File: config.mk
export PLATFORM = sky130hd
export DESIGN_NAME = store_ctrl
export DESIGN_NICKNAME = d
export VERILOG_FILES = /design/src/rtl/huff_pkg.sv /design/src/rtl/store_ctrl_code_shifter.sv /design/src/rtl/store_ctrl.sv
export SDC_FILE = /design/constraint.sdc
export NUM_CORES = 1
export LEC_CHECK = 0
export ABC_AREA = 1
export CAP_MARGIN = 10
export CELL_PAD_IN_SITES_DETAIL_PLACEMENT = 0
export CELL_PAD_IN_SITES_GLOBAL_PLACEMENT = 1
export CORE_UTILIZATION = 40
export CTS_BUF_LIST = sky130_fd_sc_hd__clkbuf_16
export CTS_CLUSTER_DIAMETER = 200
export DETAILED_ROUTE_END_ITERATION = 16
export PLACE_DENSITY_LB_ADDON = 0.1
export SETUP_SLACK_MARGIN = 0.1
export SLEW_MARGIN = 20
export SYNTH_ARGS = -nofsm -noshare
export SYNTH_HDL_FRONTEND = slang
export SYNTH_SLANG_ARGS = --single-unit
export TNS_END_PERCENT = 100
File: constraint.sdc
create_clock -name clk_i -period 2 [get_ports clk_i]
set_input_delay 0.4 -clock clk_i [delete_from_list [all_inputs] [get_ports clk_i]]
set_output_delay 0.4 -clock clk_i [all_outputs]
set_load 0.005 [all_outputs]
File: src/rtl/huff_pkg.sv
// Shared types and default sizes for the Huffman store controller.
// The state enum is visible to every module that imports this package.
package huff_pkg;

  localparam int MAX_TEXT_D = 1024;
  localparam int CODE_W_D   = 16;
  localparam int LEN_W_D    = 5;

  typedef enum logic [2:0] {
    ACCEPT,
    SHIFT,
    FINISH,
    RD_REQ,
    RD_CAP,
    RD_OUT
  } store_ctrl_state_e;

endpackage

File: src/rtl/store_ctrl_code_shifter.sv
// Holds one Huffman code word and emits it MSB-first, one bit per shift.
// The code is left-aligned on load so the current bit is always the top bit.
module code_shifter
  import huff_pkg::*;
#(
  parameter int CODE_W = CODE_W_D,
  parameter int LEN_W  = LEN_W_D
) (
  input  logic              clk_i,
  input  logic              rst_ni,
  input  logic              load_i,
  input  logic [CODE_W-1:0] code_i,
  input  logic [LEN_W-1:0]  len_i,
  input  logic              shift_i,
  output logic              bit_o,
  output logic              last_o
);

  logic [CODE_W-1:0] code_q;
  logic [LEN_W-1:0]  cnt_q;

  always_ff @(posedge clk_i or negedge rst_ni) begin
    if (!rst_ni) begin
      code_q <= '0;
      cnt_q  <= '0;
    end else if (load_i) begin
      code_q <= code_i << (CODE_W - int'(len_i));
      cnt_q  <= len_i;
    end else if (shift_i && cnt_q != '0) begin
      code_q <= code_q << 1;
      cnt_q  <= cnt_q - LEN_W'(1);
    end
  end

  assign bit_o  = code_q[CODE_W-1];
  assign last_o = cnt_q == LEN_W'(1);

endmodule

File: src/rtl/store_ctrl.sv
// Writes Huffman code bits into a bit store, then drains the stored
// message to a serial valid/ready stream one bit at a time.
module store_ctrl
  import huff_pkg::*;
#(
  parameter int MAX_TEXT = MAX_TEXT_D,
  parameter int CODE_W   = CODE_W_D,
  parameter int LEN_W    = LEN_W_D
) (
  input  logic                       clk_i,
  input  logic                       rst_ni,
  input  logic                       sym_valid_i,
  output logic                       sym_ready_o,
  input  logic [CODE_W-1:0]          code_i,
  input  logic [LEN_W-1:0]           len_i,
  input  logic                       eom_i,
  output logic                       st_receive_o,
  output logic                       st_text_o,
  output logic                       st_finish_o,
  input  logic                       st_done_i,
  output logic                       st_flag_bit_o,
  input  logic                       st_bit_i,
  output logic                       out_valid_o,
  output logic                       out_bit_o,
  input  logic                       out_ready_i,
  output logic [$clog2(MAX_TEXT):0]  total_bits_o,
  output logic                       overflow_o,
  output logic                       busy_o
);

  localparam int CNT_W = $clog2(MAX_TEXT) + 1;
  localparam logic [CNT_W-1:0] FULL = CNT_W'(MAX_TEXT);
  localparam logic [CNT_W-1:0] ONE  = CNT_W'(1);

  store_ctrl_state_e state;
  logic              eom_pend;
  logic [CNT_W-1:0]  remaining;
  logic              full;
  logic              load;
  logic              shifting;
  logic              bit_cur;
  logic              last;

  assign full     = total_bits_o == FULL;
  assign load     = state == ACCEPT && sym_valid_i && len_i != '0;
  assign shifting = state == SHIFT;

  code_shifter #(
    .CODE_W (CODE_W),
    .LEN_W  (LEN_W)
  ) u_shift (
    .clk_i   (clk_i),
    .rst_ni  (rst_ni),
    .load_i  (load),
    .code_i  (code_i),
    .len_i   (len_i),
    .shift_i (shifting),
    .bit_o   (bit_cur),
    .last_o  (last)
  );

  assign sym_ready_o   = state == ACCEPT;
  assign busy_o        = state != ACCEPT;
  assign st_receive_o  = shifting && !full;
  assign st_text_o     = shifting && bit_cur;
  assign st_finish_o   = state == FINISH;
  assign st_flag_bit_o = state == RD_REQ;
  assign out_valid_o   = state == RD_OUT;

  always_ff @(posedge clk_i or negedge rst_ni) begin
    if (!rst_ni) begin
      state        <= ACCEPT;
      eom_pend     <= 1'b0;
      remaining    <= '0;
      total_bits_o <= '0;
      overflow_o   <= 1'b0;
      out_bit_o    <= 1'b0;
    end else begin
      unique case (state)
        ACCEPT: begin
          // zero-length symbols are swallowed without leaving ACCEPT
          if (load) begin
            eom_pend <= eom_i;
            state    <= SHIFT;
          end else if (eom_i) begin
            state <= FINISH;
          end
        end
        SHIFT: begin
          if (full) overflow_o <= 1'b1;
          else total_bits_o <= total_bits_o + ONE;
          if (last) state <= eom_pend ? FINISH : ACCEPT;
        end
        FINISH: begin
          if (st_done_i) begin
            eom_pend  <= 1'b0;
            remaining <= total_bits_o;
            if (total_bits_o != '0) begin
              state <= RD_REQ;
            end else begin
              state        <= ACCEPT;
              total_bits_o <= '0;
              overflow_o   <= 1'b0;
            end
          end
        end
        RD_REQ: state <= RD_CAP;
        RD_CAP: begin
          out_bit_o <= st_bit_i;
          state     <= RD_OUT;
        end
        RD_OUT: begin
          if (out_ready_i) begin
            remaining <= remaining - ONE;
            if (remaining <= ONE) begin
              state        <= ACCEPT;
              total_bits_o <= '0;
              overflow_o   <= 1'b0;
              eom_pend     <= 1'b0;
            end else begin
              state <= RD_REQ;
            end
          end
        end
        default: state <= ACCEPT;
      endcase
    end
  end

endmodule

==> metrics.yaml <==
outcome:
  status: "complete, but fails checks"
  failing_checks: "DRC"
worst_setup_path:
  cp-start-kind: "flop"
  critical_path_peak_fanout: 6
  critPathSlowestCell: "dfrtp_1"
  worst-endpoint-arrival_ns: 2.17
  critical_path.max_stage_delay_ns: 0.36
  worstPathRequired_ns: 2.23
  cp-end-kind: "flop"
  worstPathCellList: "inv_1, nand3_2, nor2_4, inv_2, nor2_2, nand2_1, a21oi_2, nor2_1, nor2_4, buf_6, nand3b_1, nand2_1"
  cp_class: "reg2reg"
logic_synthesis:
  avgSynthCellArea_sq_um: 6.66
  yosysUniqueCellTypes: 40
  ys_async_sr_fraction_pct: 100
  synth_cells: 552
  synth.yosys.seq_area_share_pct: 33.4
  yosysWarnings: 0
  yosys_register_bits: 49
  syn_area_sq_mm: 0.00367
  yosys_most_used_dff: "dfrtp_1"
  synth.top_cell.area_share_pct: 33.4
  synthMostInstantiatedCell: "nand2_1"
  synth.area.top_cells: "dfrtp_1 (33%), nand2_1 (16%), nand3_1 (14%)"
  synth.cells.most_frequent: "nand2_1 (153), nand3_1 (104), dfrtp_1 (49)"
  synth-edff-count: 0
  synth_nets: 589
  synth.largest_area_cell: "dfrtp_1"
floorplan:
  io_pins: 48
  row_count: 34
  effective_utilization_at_floorplan_pct: 41.7
  die_w_um: 97.9
  chipHeight_um: 97.9
  core_region_sq_mm: 0.00881
  die-area_sq_mm: 0.00957
drt:
  post_drt_wl_per_cell_um: 14.5
  wl_um: 11100
  detail-route-antenna-nets: 0
  drt_iter0_drc: 311
  drc_errors: 16
  route.detailed.vias_per_inst: 5.26
  vias: 4030
  first_pass_iters: 11
place:
  globalplace.congestion: 0.869
  port_buffers: 47
  estimated_wirelength_of_the_detail_placed_design_um: 7950
  placedInstanceArea_sq_mm: 0.00465
clock_network:
  cts-buffers-inserted: 5
  cts.sinks: 49
  tritoncts_clock_tree: "done"
  cts.reportedPaths.clkPinSlew_ns: 0.07
  cts_root_buffer: "clkbuf_16"
  cts-root-to-sink-buffers: 2
  cts_max_level: 2
  insertion_delay_ns: 0.29
final_layout:
  finalNetCount: 695
  final_layout_size_suffix_gt1_share_pct: 24.8
  flow.area_growth_from_synthesis_pct: 40.8
  final_design_area_no_fill_sq_mm: 0.00517
  insertedDiodeCount: 0
sta:
  final-max-slew-violation-count: 0
  finalCriticalPeriod_ns: 1.94
  timing_worst_slew_pin_value_ns: 0.476
  slew_headroom_pct: 68.3
  final.period_utilization_pct: 96.9
  rsz_0062_raised_after_global_routing: "yes"
  finalHoldViolCount: 0
  finalClockSkew_ns: 0.00614
  setup-violations-final: 0
  max_clock_freq_mhz: 516
worst_hold_path:
  holdCritPathClass: "in2async"
pwr:
  leakage_power_nw: 2.53
  power_mw: 6.39
  power_density_mw_per_mm2: 1240
  ir_worst_vdd_v: 0.000678
grt:
  grt_antenna_before_repair: 0
  grt_pass1_wl_um: 18300
  overflow_left_after_global_routing: 0
  first_global_vias: 3781
  grt_max_degree: 34
  groute.usage.overall_pct: 23.5
run:
  number_of_max_cap_violations: 0
[cells in the final DEF, fill, tap and decap left out, types with 2 or more instances in the layout]
| cell type | count |
|---|---|
| nand3_2 | 14 |
| clkbuf_16 | 5 |
| nand2_4 | 4 |
| a21oi_2 | 2 |
| o22ai_1 | 3 |
| o21ai_0 | 23 |
| inv_1 | 38 |
| xnor2_1 | 3 |
| xor2_1 | 4 |
| clkinv_2 | 2 |
| buf_4 | 65 |
| o221ai_1 | 5 |
| nor2_2 | 3 |
| dfrtp_2 | 2 |
| dlygate4sd2_1 | 6 |
| ha_1 | 6 |
| dfrtp_1 | 47 |
| nand4_1 | 5 |
| inv_2 | 12 |
| buf_12 | 2 |
| o21ai_1 | 12 |
| nor3_4 | 2 |
| clkdlybuf4s50_1 | 34 |
| nand3_1 | 90 |
| nor2_1 | 41 |
| o211ai_1 | 2 |
| a21oi_1 | 17 |
| a22oi_1 | 2 |
| nor2_4 | 8 |
| nor3_1 | 6 |
| dlymetal6s2s_1 | 3 |
| a22oi_2 | 2 |
| buf_6 | 7 |
| inv_4 | 2 |
| nand2_2 | 15 |
| nand2_1 | 141 |
| ha_4 | 2 |
[path summary, 6_finish.rpt]
path                         startpoint               to  slack, ns  cells past startpoint
max                        remaining[1]  total_bits_o[1]       0.06                     12
min in group clk_i            out_bit_o        out_bit_o       0.48                      2
min reg2reg                   out_bit_o        out_bit_o       0.48                      2
max reg2reg                remaining[1]  total_bits_o[1]       0.06                     12
min                              rst_ni        out_bit_o       0.06                      1
max in group asynchronous        rst_ni     remaining[4]       1.40                      2
[cells by family after synthesis]
kind of cell | Yosys count | synth area share, %
AO/OA/AOI/OAI | 72 | 11.4
XOR/XNOR | 7 | 1.67
adder cells (fa/ha/maj) | 9 | 3.06
buffers and inverters | 77 | 9.02
flip-flops | 49 | 33.4
AND/OR/NAND/NOR | 338 | 41.5
[routing by layer]
layer  GRT usage [%]  wire length [um]
met1            36.2              5710
met2            35.5              4720
met3            2.86               577
met4            3.85                70
met5               0                 0
[per-stage QoR]
stage                     TNS (ns)  setup WS, ns  hold slack, ns  util, %  cells
after global routing        -0.525       -0.0777          0.0897     58.8    766
after floorplan             -0.984       -0.0950           0.104        -    552
after CTS                  -0.0394       -0.0371          0.0719     57.0    759
after global placement       -7.38        -0.451           0.371     52.8    741
final                            0        0.0612          0.0623     58.8    766
after detailed placement     -7.96        -0.431           0.383     52.8    741
[flip-flops by register name, summed over array words and instances, names as in the netlist]
| name | flops |
|---|---|
| remaining | 11 |
| u_shift.code_q | 16 |
| state | 3 |
| total_bits_o | 11 |
| out_bit_o | 1 |
| overflow_o | 1 |
| eom_pend | 1 |
| u_shift.cnt_q | 5 |
[critical path, delay by kind of cell (launching register included)]
kind / cells / cell delay (ns)
simple gates: 8 / 1.00
buf+inv: 3 / 0.37
flops: 1 / 0.36
compound gates: 1 / 0.14
[where the power goes]
| part | internal (mW) | switching (mW) |
|---|---|---|
| combinational | 1.66 | 2.18 |
| sequential | 1.36 | 0.237 |
| clock | 0.582 | 0.379 |
| total | 3.60 | 2.79 |
[what timing repair did]
| action | in CTS | in global routing |
|---|---|---|
| setup buffers | 10 | 6 |
| gates resized for setup | 49 | 39 |
| gates cloned | 2 | 1 |
| hold buffers | 0 | 0 |
| pin swaps | 25 | 14 |
| endpoints found under the setup margin | 41 | 40 |
[cell type report]
cell class,count,area (sq um)
clock buffer,5,125
fill,859,3630
sequential,49,1230
inverter,54,218
timing repair inverter,1,5.00
timing repair buffer,120,1060
tap,108,135
clock inverter,2,35.0
multi-input combinational,427,2370
(Power assumes the default switching activity.)
